$ cat config.mk
export PLATFORM = sky130hd
export DESIGN_NAME = systolic_tile_sequencer
export DESIGN_NICKNAME = d
export VERILOG_FILES = /design/src/rtl/systolic_pkg.sv /design/src/rtl/skew_lane_mask.sv /design/src/rtl/systolic_tile_sequencer.sv
export SDC_FILE = /design/constraint.sdc
export NUM_CORES = 1
export LEC_CHECK = 0
export BUFFER_PORTS_ARGS = -buffer_cell sky130_fd_sc_hd__buf_4
export CAP_MARGIN = 20
export CORE_AREA = 8 8 49 51
export CTS_BUF_LIST = sky130_fd_sc_hd__clkbuf_8
export DETAILED_ROUTE_END_ITERATION = 6
export DIE_AREA = 0 0 57 59
export GPL_ROUTABILITY_DRIVEN = 0
export GPL_TIMING_DRIVEN = 0
export PLACE_DENSITY = 0.86
export SETUP_SLACK_MARGIN = 0.1
export SYNTH_ARGS = -nofsm -noshare
export SYNTH_HDL_FRONTEND = slang
export SYNTH_SLANG_ARGS = --single-unit
export TNS_END_PERCENT = 50
$ cat constraint.sdc
create_clock -name clk -period 2.65 [get_ports clk]
set_input_delay 0.6625 -clock clk [delete_from_list [all_inputs] [get_ports clk]]
set_output_delay 0.6625 -clock clk [all_outputs]
set_load 0.02 [all_outputs]
$ cat src/rtl/systolic_pkg.sv
`default_nettype none
// ============================================================================
// Module      : systolic_pkg
// Description : Shared definitions for the systolic tile datapath: sequencer
//               state encoding, default array/reduction dimensions shared
//               with the PE array and operand buffers, and a width helper.
// Revision    : 1.0 - initial release
// ============================================================================
package systolic_pkg;

  // Default array dimension and reduction depth used across the tile.
  localparam int DEFAULT_N = 4;
  localparam int DEFAULT_K = 8;

  // Tile sequencer states.
  typedef enum logic [2:0] {
    ST_IDLE  = 3'd0,
    ST_CLEAR = 3'd1,
    ST_FEED  = 3'd2,
    ST_DRAIN = 3'd3,
    ST_DONE  = 3'd4
  } seq_state_t;

  // Counter width for values 0..x-1, never narrower than one bit.
  function automatic int clog2_min1(input int x);
    return (x <= 1) ? 1 : $clog2(x);
  endfunction

endpackage
`default_nettype wire

$ cat src/rtl/skew_lane_mask.sv
`default_nettype none
// ============================================================================
// Module      : skew_lane_mask
// Description : Combinational diagonal-skew lane mask. Lane i is active on
//               feed cycle c when it presents operand k = c - i, i.e. when
//               i <= c < i + K.
// Ports       : feed_cnt  [CW-1:0] in  - feed cycle index c
//               lane_mask [N-1:0]  out - unregistered per-lane activity mask
// Revision    : 1.0 - initial release
// ============================================================================
module skew_lane_mask
  import systolic_pkg::*;
#(
  parameter int N  = DEFAULT_N,
  parameter int K  = DEFAULT_K,
  parameter int CW = 4
) (
  input  logic [CW-1:0] feed_cnt,
  output logic [N-1:0]  lane_mask
);

  // Compare in 32 bits so that i + K never truncates against a narrow counter.
  logic [31:0] cnt_ext;
  assign cnt_ext = 32'(feed_cnt);

  for (genvar i = 0; i < N; i++) begin : g_lane
    if (i == 0) begin : g_first
      // Lower bound is trivially met for lane 0.
      assign lane_mask[i] = (cnt_ext < 32'(K));
    end else begin : g_rest
      assign lane_mask[i] = (cnt_ext >= 32'(i)) && (cnt_ext < 32'(i + K));
    end
  end

endmodule
`default_nettype wire

$ cat src/rtl/systolic_tile_sequencer.sv
`default_nettype none
// ============================================================================
// Module      : systolic_tile_sequencer
// Description : Sequences one output-stationary N x N systolic tile:
//               accumulator clear, skewed operand feed over K+2N-2 cycles,
//               then a row-by-row valid/ready result drain and a done pulse.
// Ports       : clk, rst         - clock, synchronous active-high reset
//               start            - begin a tile (sampled only in IDLE)
//               feed_stall       - operand buffers not ready, freezes feed
//               drain_ready      - output writer accepts a result row
//               busy             - high in every state except IDLE
//               acc_clr          - one-cycle accumulator clear pulse
//               feed_cnt [CW]    - global feed cycle index
//               lane_en  [N]     - per-lane operand-present enables
//               drain_valid      - result row presented
//               drain_row [RW]   - index of the presented row
//               done             - one-cycle completion pulse
// Revision    : 1.0 - initial release
// ============================================================================
module systolic_tile_sequencer
  import systolic_pkg::*;
#(
  parameter  int N        = DEFAULT_N,
  parameter  int K        = DEFAULT_K,
  localparam int FEED_LEN = K + 2 * N - 2,
  localparam int CW       = clog2_min1(FEED_LEN),
  localparam int RW       = clog2_min1(N)
) (
  input  logic          clk,
  input  logic          rst,
  input  logic          start,
  input  logic          feed_stall,
  input  logic          drain_ready,
  output logic          busy,
  output logic          acc_clr,
  output logic [CW-1:0] feed_cnt,
  output logic [N-1:0]  lane_en,
  output logic          drain_valid,
  output logic [RW-1:0] drain_row,
  output logic          done
);

  localparam logic [CW-1:0] LAST_CNT = CW'(FEED_LEN - 1);
  localparam logic [RW-1:0] LAST_ROW = RW'(N - 1);

  seq_state_t    state_q, state_d;
  logic [CW-1:0] feed_cnt_q, feed_cnt_d;
  logic [RW-1:0] drain_row_q, drain_row_d;
  logic [N-1:0]  lane_en_q, lane_en_d;
  logic          busy_q, busy_d;
  logic          acc_clr_q, acc_clr_d;
  logic          drain_valid_q, drain_valid_d;
  logic          done_q, done_d;
  logic [N-1:0]  lane_mask;

  // Mask for the feed index that will be presented next cycle.
  skew_lane_mask #(
    .N  (N),
    .K  (K),
    .CW (CW)
  ) u_skew_lane_mask (
    .feed_cnt  (feed_cnt_d),
    .lane_mask (lane_mask)
  );

  // Next-state and counter updates.
  always_comb begin
    state_d     = state_q;
    feed_cnt_d  = feed_cnt_q;
    drain_row_d = drain_row_q;
    case (state_q)
      ST_IDLE: begin
        if (start) state_d = ST_CLEAR;
      end
      ST_CLEAR: begin
        state_d    = ST_FEED;
        feed_cnt_d = '0;
      end
      ST_FEED: begin
        if (!feed_stall) begin
          if (feed_cnt_q == LAST_CNT) begin
            state_d     = ST_DRAIN;
            drain_row_d = '0;
          end else begin
            feed_cnt_d = feed_cnt_q + CW'(1);
          end
        end
      end
      ST_DRAIN: begin
        if (drain_ready) begin
          if (drain_row_q == LAST_ROW) begin
            state_d = ST_DONE;
          end else begin
            drain_row_d = drain_row_q + RW'(1);
          end
        end
      end
      ST_DONE: begin
        state_d = ST_IDLE;
      end
      default: begin
        state_d = ST_IDLE;
      end
    endcase
  end

  // Registered outputs are decoded from the next state so that each output
  // lines up with the state it describes. A stalled feed cycle keeps
  // feed_cnt and blanks lane_en for as long as the index is being held, so
  // each feed index drives its lanes exactly once.
  always_comb begin
    busy_d        = (state_d != ST_IDLE);
    acc_clr_d     = (state_d == ST_CLEAR);
    drain_valid_d = (state_d == ST_DRAIN);
    done_d        = (state_d == ST_DONE);
    lane_en_d     = '0;
    if ((state_d == ST_FEED) && !((state_q == ST_FEED) && feed_stall)) begin
      lane_en_d = lane_mask;
    end
  end

  always_ff @(posedge clk) begin
    if (rst) begin
      state_q       <= ST_IDLE;
      feed_cnt_q    <= '0;
      drain_row_q   <= '0;
      lane_en_q     <= '0;
      busy_q        <= 1'b0;
      acc_clr_q     <= 1'b0;
      drain_valid_q <= 1'b0;
      done_q        <= 1'b0;
    end else begin
      state_q       <= state_d;
      feed_cnt_q    <= feed_cnt_d;
      drain_row_q   <= drain_row_d;
      lane_en_q     <= lane_en_d;
      busy_q        <= busy_d;
      acc_clr_q     <= acc_clr_d;
      drain_valid_q <= drain_valid_d;
      done_q        <= done_d;
    end
  end

  assign busy        = busy_q;
  assign acc_clr     = acc_clr_q;
  assign feed_cnt    = feed_cnt_q;
  assign lane_en     = lane_en_q;
  assign drain_valid = drain_valid_q;
  assign drain_row   = drain_row_q;
  assign done        = done_q;

endmodule
`default_nettype wire
==> results by group <==
Critical path
  • Path depth of the worst reg2reg path: 7
  • Worst path required time: 2.84 ns
  • Sort of element at the end of the critical path: register
  • Maximum net fanout on the critical path: 6
  • Register-to-register setup slack: 0.48 ns
  • Setup Crit Path Kind: reg -> reg
  • Crit Reg-Reg Endpoint: lane_en[2]
  • Startpoint of the worst-slack reg-to-reg timing path: feed_cnt[1]
  • Sort of element at the start of the critical path: register
  • Arr. time, crit path: 2.36 ns

Final layout
  • Share of final-layout standard cells stronger than drive strength 1: 0.282
  • Total of fill cells in the finished design: 144
  • Final cell count without fillers: 127
  • Count of nets after finishing: 119
  • Area overhead of the layout relative to synthesis: 23.4%
  • Final Instance Area: 1020 um^2
  • Ant. Diodes: 0

Synthesis
  • Number of distinct library cell variants in the gate-level netlist after synthesis: 41
  • Most frequently used cell type in the post-synthesis netlist: sky130_fd_sc_hd__dfxtp_1
  • Number of nets produced by synthesis: 97
  • Yosys synthesis warning count: 0
  • Post-synthesis cell type with the largest combined area: sky130_fd_sc_hd__dfxtp_1
  • Most common library cells after synthesis: sky130_fd_sc_hd__dfxtp_1, sky130_fd_sc_hd__nand2_1, sky130_fd_sc_hd__nor3_1, sky130_fd_sc_hd__nor2_1, sky130_fd_sc_hd__nor2b_1
  • Area share of the leading cell type in the synthesized netlist: 0.411
  • Sequential fraction of the synthesis area: 0.411
  • Share of synthesized flip-flops with an asynchronous set or reset: 0
  • Count of flip-flops with a built-in enable after synthesis: 0
  • Synth area leaders: sky130_fd_sc_hd__dfxtp_1, sky130_fd_sc_hd__ha_1, sky130_fd_sc_hd__nor2b_1, sky130_fd_sc_hd__mux2i_1, sky130_fd_sc_hd__nor3_1
  • Netlist area before placement: 828 um^2
  • Syn Inst Count: 89
  • Primary flip-flop cell chosen by synthesis mapping: sky130_fd_sc_hd__dfxtp_1
  • Flip-flop and latch count after synthesis: 17
  • Synthesized area divided by synthesized cell count: 9.31 um^2

Floorplanning
  • Core box area: 1650 um^2
  • Ports: 19
  • Initial Util: 0.502
  • Horiz. Die Dim: 57 um
  • DIE AREA: 3360 um^2
  • Chip Height: 59 um
  • Standard-cell row count: 15

Pwr
  • Tot Pwr: 0.532 mW
  • Switching Fraction: 0.259
  • Leakage power total: 0.440 nW
  • Total power per unit cell area: 521 nW/um^2
  • Clock Power Share: 0.362
  • Net Switching: 0.138 mW
  • Peak supply drop: 313 uV
  • Portion of total power attributed to combinational logic: 0.134
  • Sequential group share of total power: 0.504
  • Int Power: 0.395 mW

STA
  • Clock skew: 0.00106 ns
  • Final number of setup-violating endpoints: 0
  • RSZ-0062 raised after global routing: no
  • Count of endpoints failing hold in the final timing report: 0
  • Worst rel slew slack: 0.692
  • Sum of negative setup slack: 0 ns
  • Setup ws final: 0.478 ns
  • Highest Clock Rate: 460 MHz
  • Total count of max-transition violations in the final report: 0
  • Clock period minus final worst setup slack: 2.17 ns
  • Final worst-path cycle share: 0.820
  • Measured slew at the worst slew-check pin: 0.463 ns

Placed design
  • Post-placement cell area: 977 um^2
  • Setup slack at placement: 0.465 ns
  • Buffers on Ports: 17
  • HPWL Detailed: 1.36 mm
  • Post-placement cell count: 123

Flow run
  • Max Cap Viol: 0

Global route
  • Global router's overall resource usage: 0.111
  • Total gr overflow: 0
  • Number of global-route vias before repair: 706
  • Antenna violations before repair: 0
  • Maximum number of pins on one net before global-route repair: 11
  • First-pass GRT wire length: 2.99 mm

Clocking
  • Number of H-tree levels: 1
  • CTS Root Cell: sky130_fd_sc_hd__clkbuf_8
  • Number of gates resized after cts: 0
  • Clock buffer count from CTS: 3
  • Worst-case clock buffer depth: 2
  • Later-pin clock latency in the skew report: 0.25 ns
  • Clock Pin Slew Worst Setup and Hold Paths: 0.07 ns
  • Buffer count from post-CTS setup fixing: 0
  • Hold bufs inserted after CTS: 0
  • Number of sinks on the clock net: 17
  • CTS tree: built

Detailed routing
  • WL per Instance: 14.6 um
  • Length of the first detailed-routing pass in iterations: 4
  • Routed Antenna Nets: 0
  • Initial DRC Count: 15
  • Vias per Instance: 5.83
  • Remaining DRCs: 0
  • Detailed-route via count: 740
  • Detailed-route wire length: 1.85 mm

Worst hold path
  • Worst hold path depth: 2
  • Worst Hold Path EP: drain_row[1]
  • HP Start: drain_row[1]
  • Worst min path class: reg -> reg

Run status
  • Result of the run: complete, no violations
## routing by layer
metal | GRT usage | wire length, um | up-vias
li1 | - | - | 371
met1 | 0.123 | 844 | 346
met2 | 0.174 | 853 | 16
met3 | 0.0451 | 99 | 7
met4 | 0.0705 | 55 | 0
met5 | 0 | 0 | -
## worst max path at each step
stage / startpoint / endpoint / slack, ns / depth (start not counted)
floorplan: feed_cnt[1] / lane_en[2] / 0.54 / 7
global placement: feed_stall / lane_en[2] / 0.48 / 6
detailed placement: feed_stall / lane_en[2] / 0.46 / 6
CTS: feed_cnt[1] / lane_en[1] / 0.49 / 7
global route: feed_cnt[1] / lane_en[3] / 0.38 / 7
finish: feed_cnt[1] / lane_en[2] / 0.48 / 7
## cell families (layout without fill, tap and decap cells)
group	count (synthesis)	count (layout)	share of synthesized area
AOI/OAI and AO/OA	21	21	0.199
adders and majority gates	3	3	0.0453
muxes	3	3	0.0363
DFF	17	17	0.411
buffers and inverters	5	26	0.0317
and+or+nand+nor	40	40	0.276
## sequential cells by signal, summed over array words and instances, names as in the netlist
name / cells
feed_cnt: 4
lane_en: 4
state_q: 3
drain_row: 2
acc_clr: 1
busy: 1
done: 1
drain_valid: 1
## power groups by stage
stage / sequential, mW / combinational [mW] / clock [mW]
2_1_floorplan: 0.279 / 0.0422 / 0
3_3_place_gp: 0.274 / 0.0688 / 0
3_5_place_dp: 0.274 / 0.0707 / 0
4_1_cts: 0.269 / 0.0712 / 0.192
5_1_grt: 0.269 / 0.0779 / 0.207
6_report: 0.269 / 0.0712 / 0.193
## final cells by class
cell class                      count  area, um^2  share of cell area
Buffer                              3        18.8              0.0184
Inverter                            2        7.51             0.00734
Clock buffer                        3        41.3              0.0404
Sequential cell                    17         340               0.333
Tap cell                           17        21.3              0.0208
Clock inverter                      1        3.75             0.00367
Multi-Input combinational cell     67         462               0.452
Timing Repair Buffer               17         128               0.125
## layout by cell type, fill, tap and decap left out, types with 2 or more instances in the layout
| cell | count |
|---|---|
| sky130_fd_sc_hd__dfxtp_1 | 17 |
| sky130_fd_sc_hd__ha_1 | 3 |
| sky130_fd_sc_hd__nand4_1 | 3 |
| sky130_fd_sc_hd__clkbuf_8 | 3 |
| sky130_fd_sc_hd__buf_4 | 19 |
| sky130_fd_sc_hd__nor2b_1 | 5 |
| sky130_fd_sc_hd__a21oi_1 | 4 |
| sky130_fd_sc_hd__o21ai_0 | 2 |
| sky130_fd_sc_hd__mux2i_1 | 3 |
| sky130_fd_sc_hd__nor2_1 | 5 |
| sky130_fd_sc_hd__nor3_1 | 6 |
| sky130_fd_sc_hd__inv_1 | 3 |
| sky130_fd_sc_hd__nand2_1 | 7 |
| sky130_fd_sc_hd__and3_2 | 2 |
## stage by stage
stage / hold WS [ns] / utilization
finish: 0.475 / 0.619
global route: 0.517 / 0.619
CTS: 0.477 / 0.619
detailed placement: 0.469 / 0.592
global placement: 0.460 / 0.592
floorplan: 0.533 / -
## critical path, cell delays in order (launching register included)
cell                       delay [ns]
sky130_fd_sc_hd__dfxtp_1         0.42
sky130_fd_sc_hd__inv_1           0.07
sky130_fd_sc_hd__ha_1            0.23
sky130_fd_sc_hd__a311o_1         0.44
sky130_fd_sc_hd__nand3_2         0.11
sky130_fd_sc_hd__o311ai_2        0.15
sky130_fd_sc_hd__or4_1           0.53
sky130_fd_sc_hd__a21boi_1        0.15
Note: power is estimated with default switching activity, not from simulation.
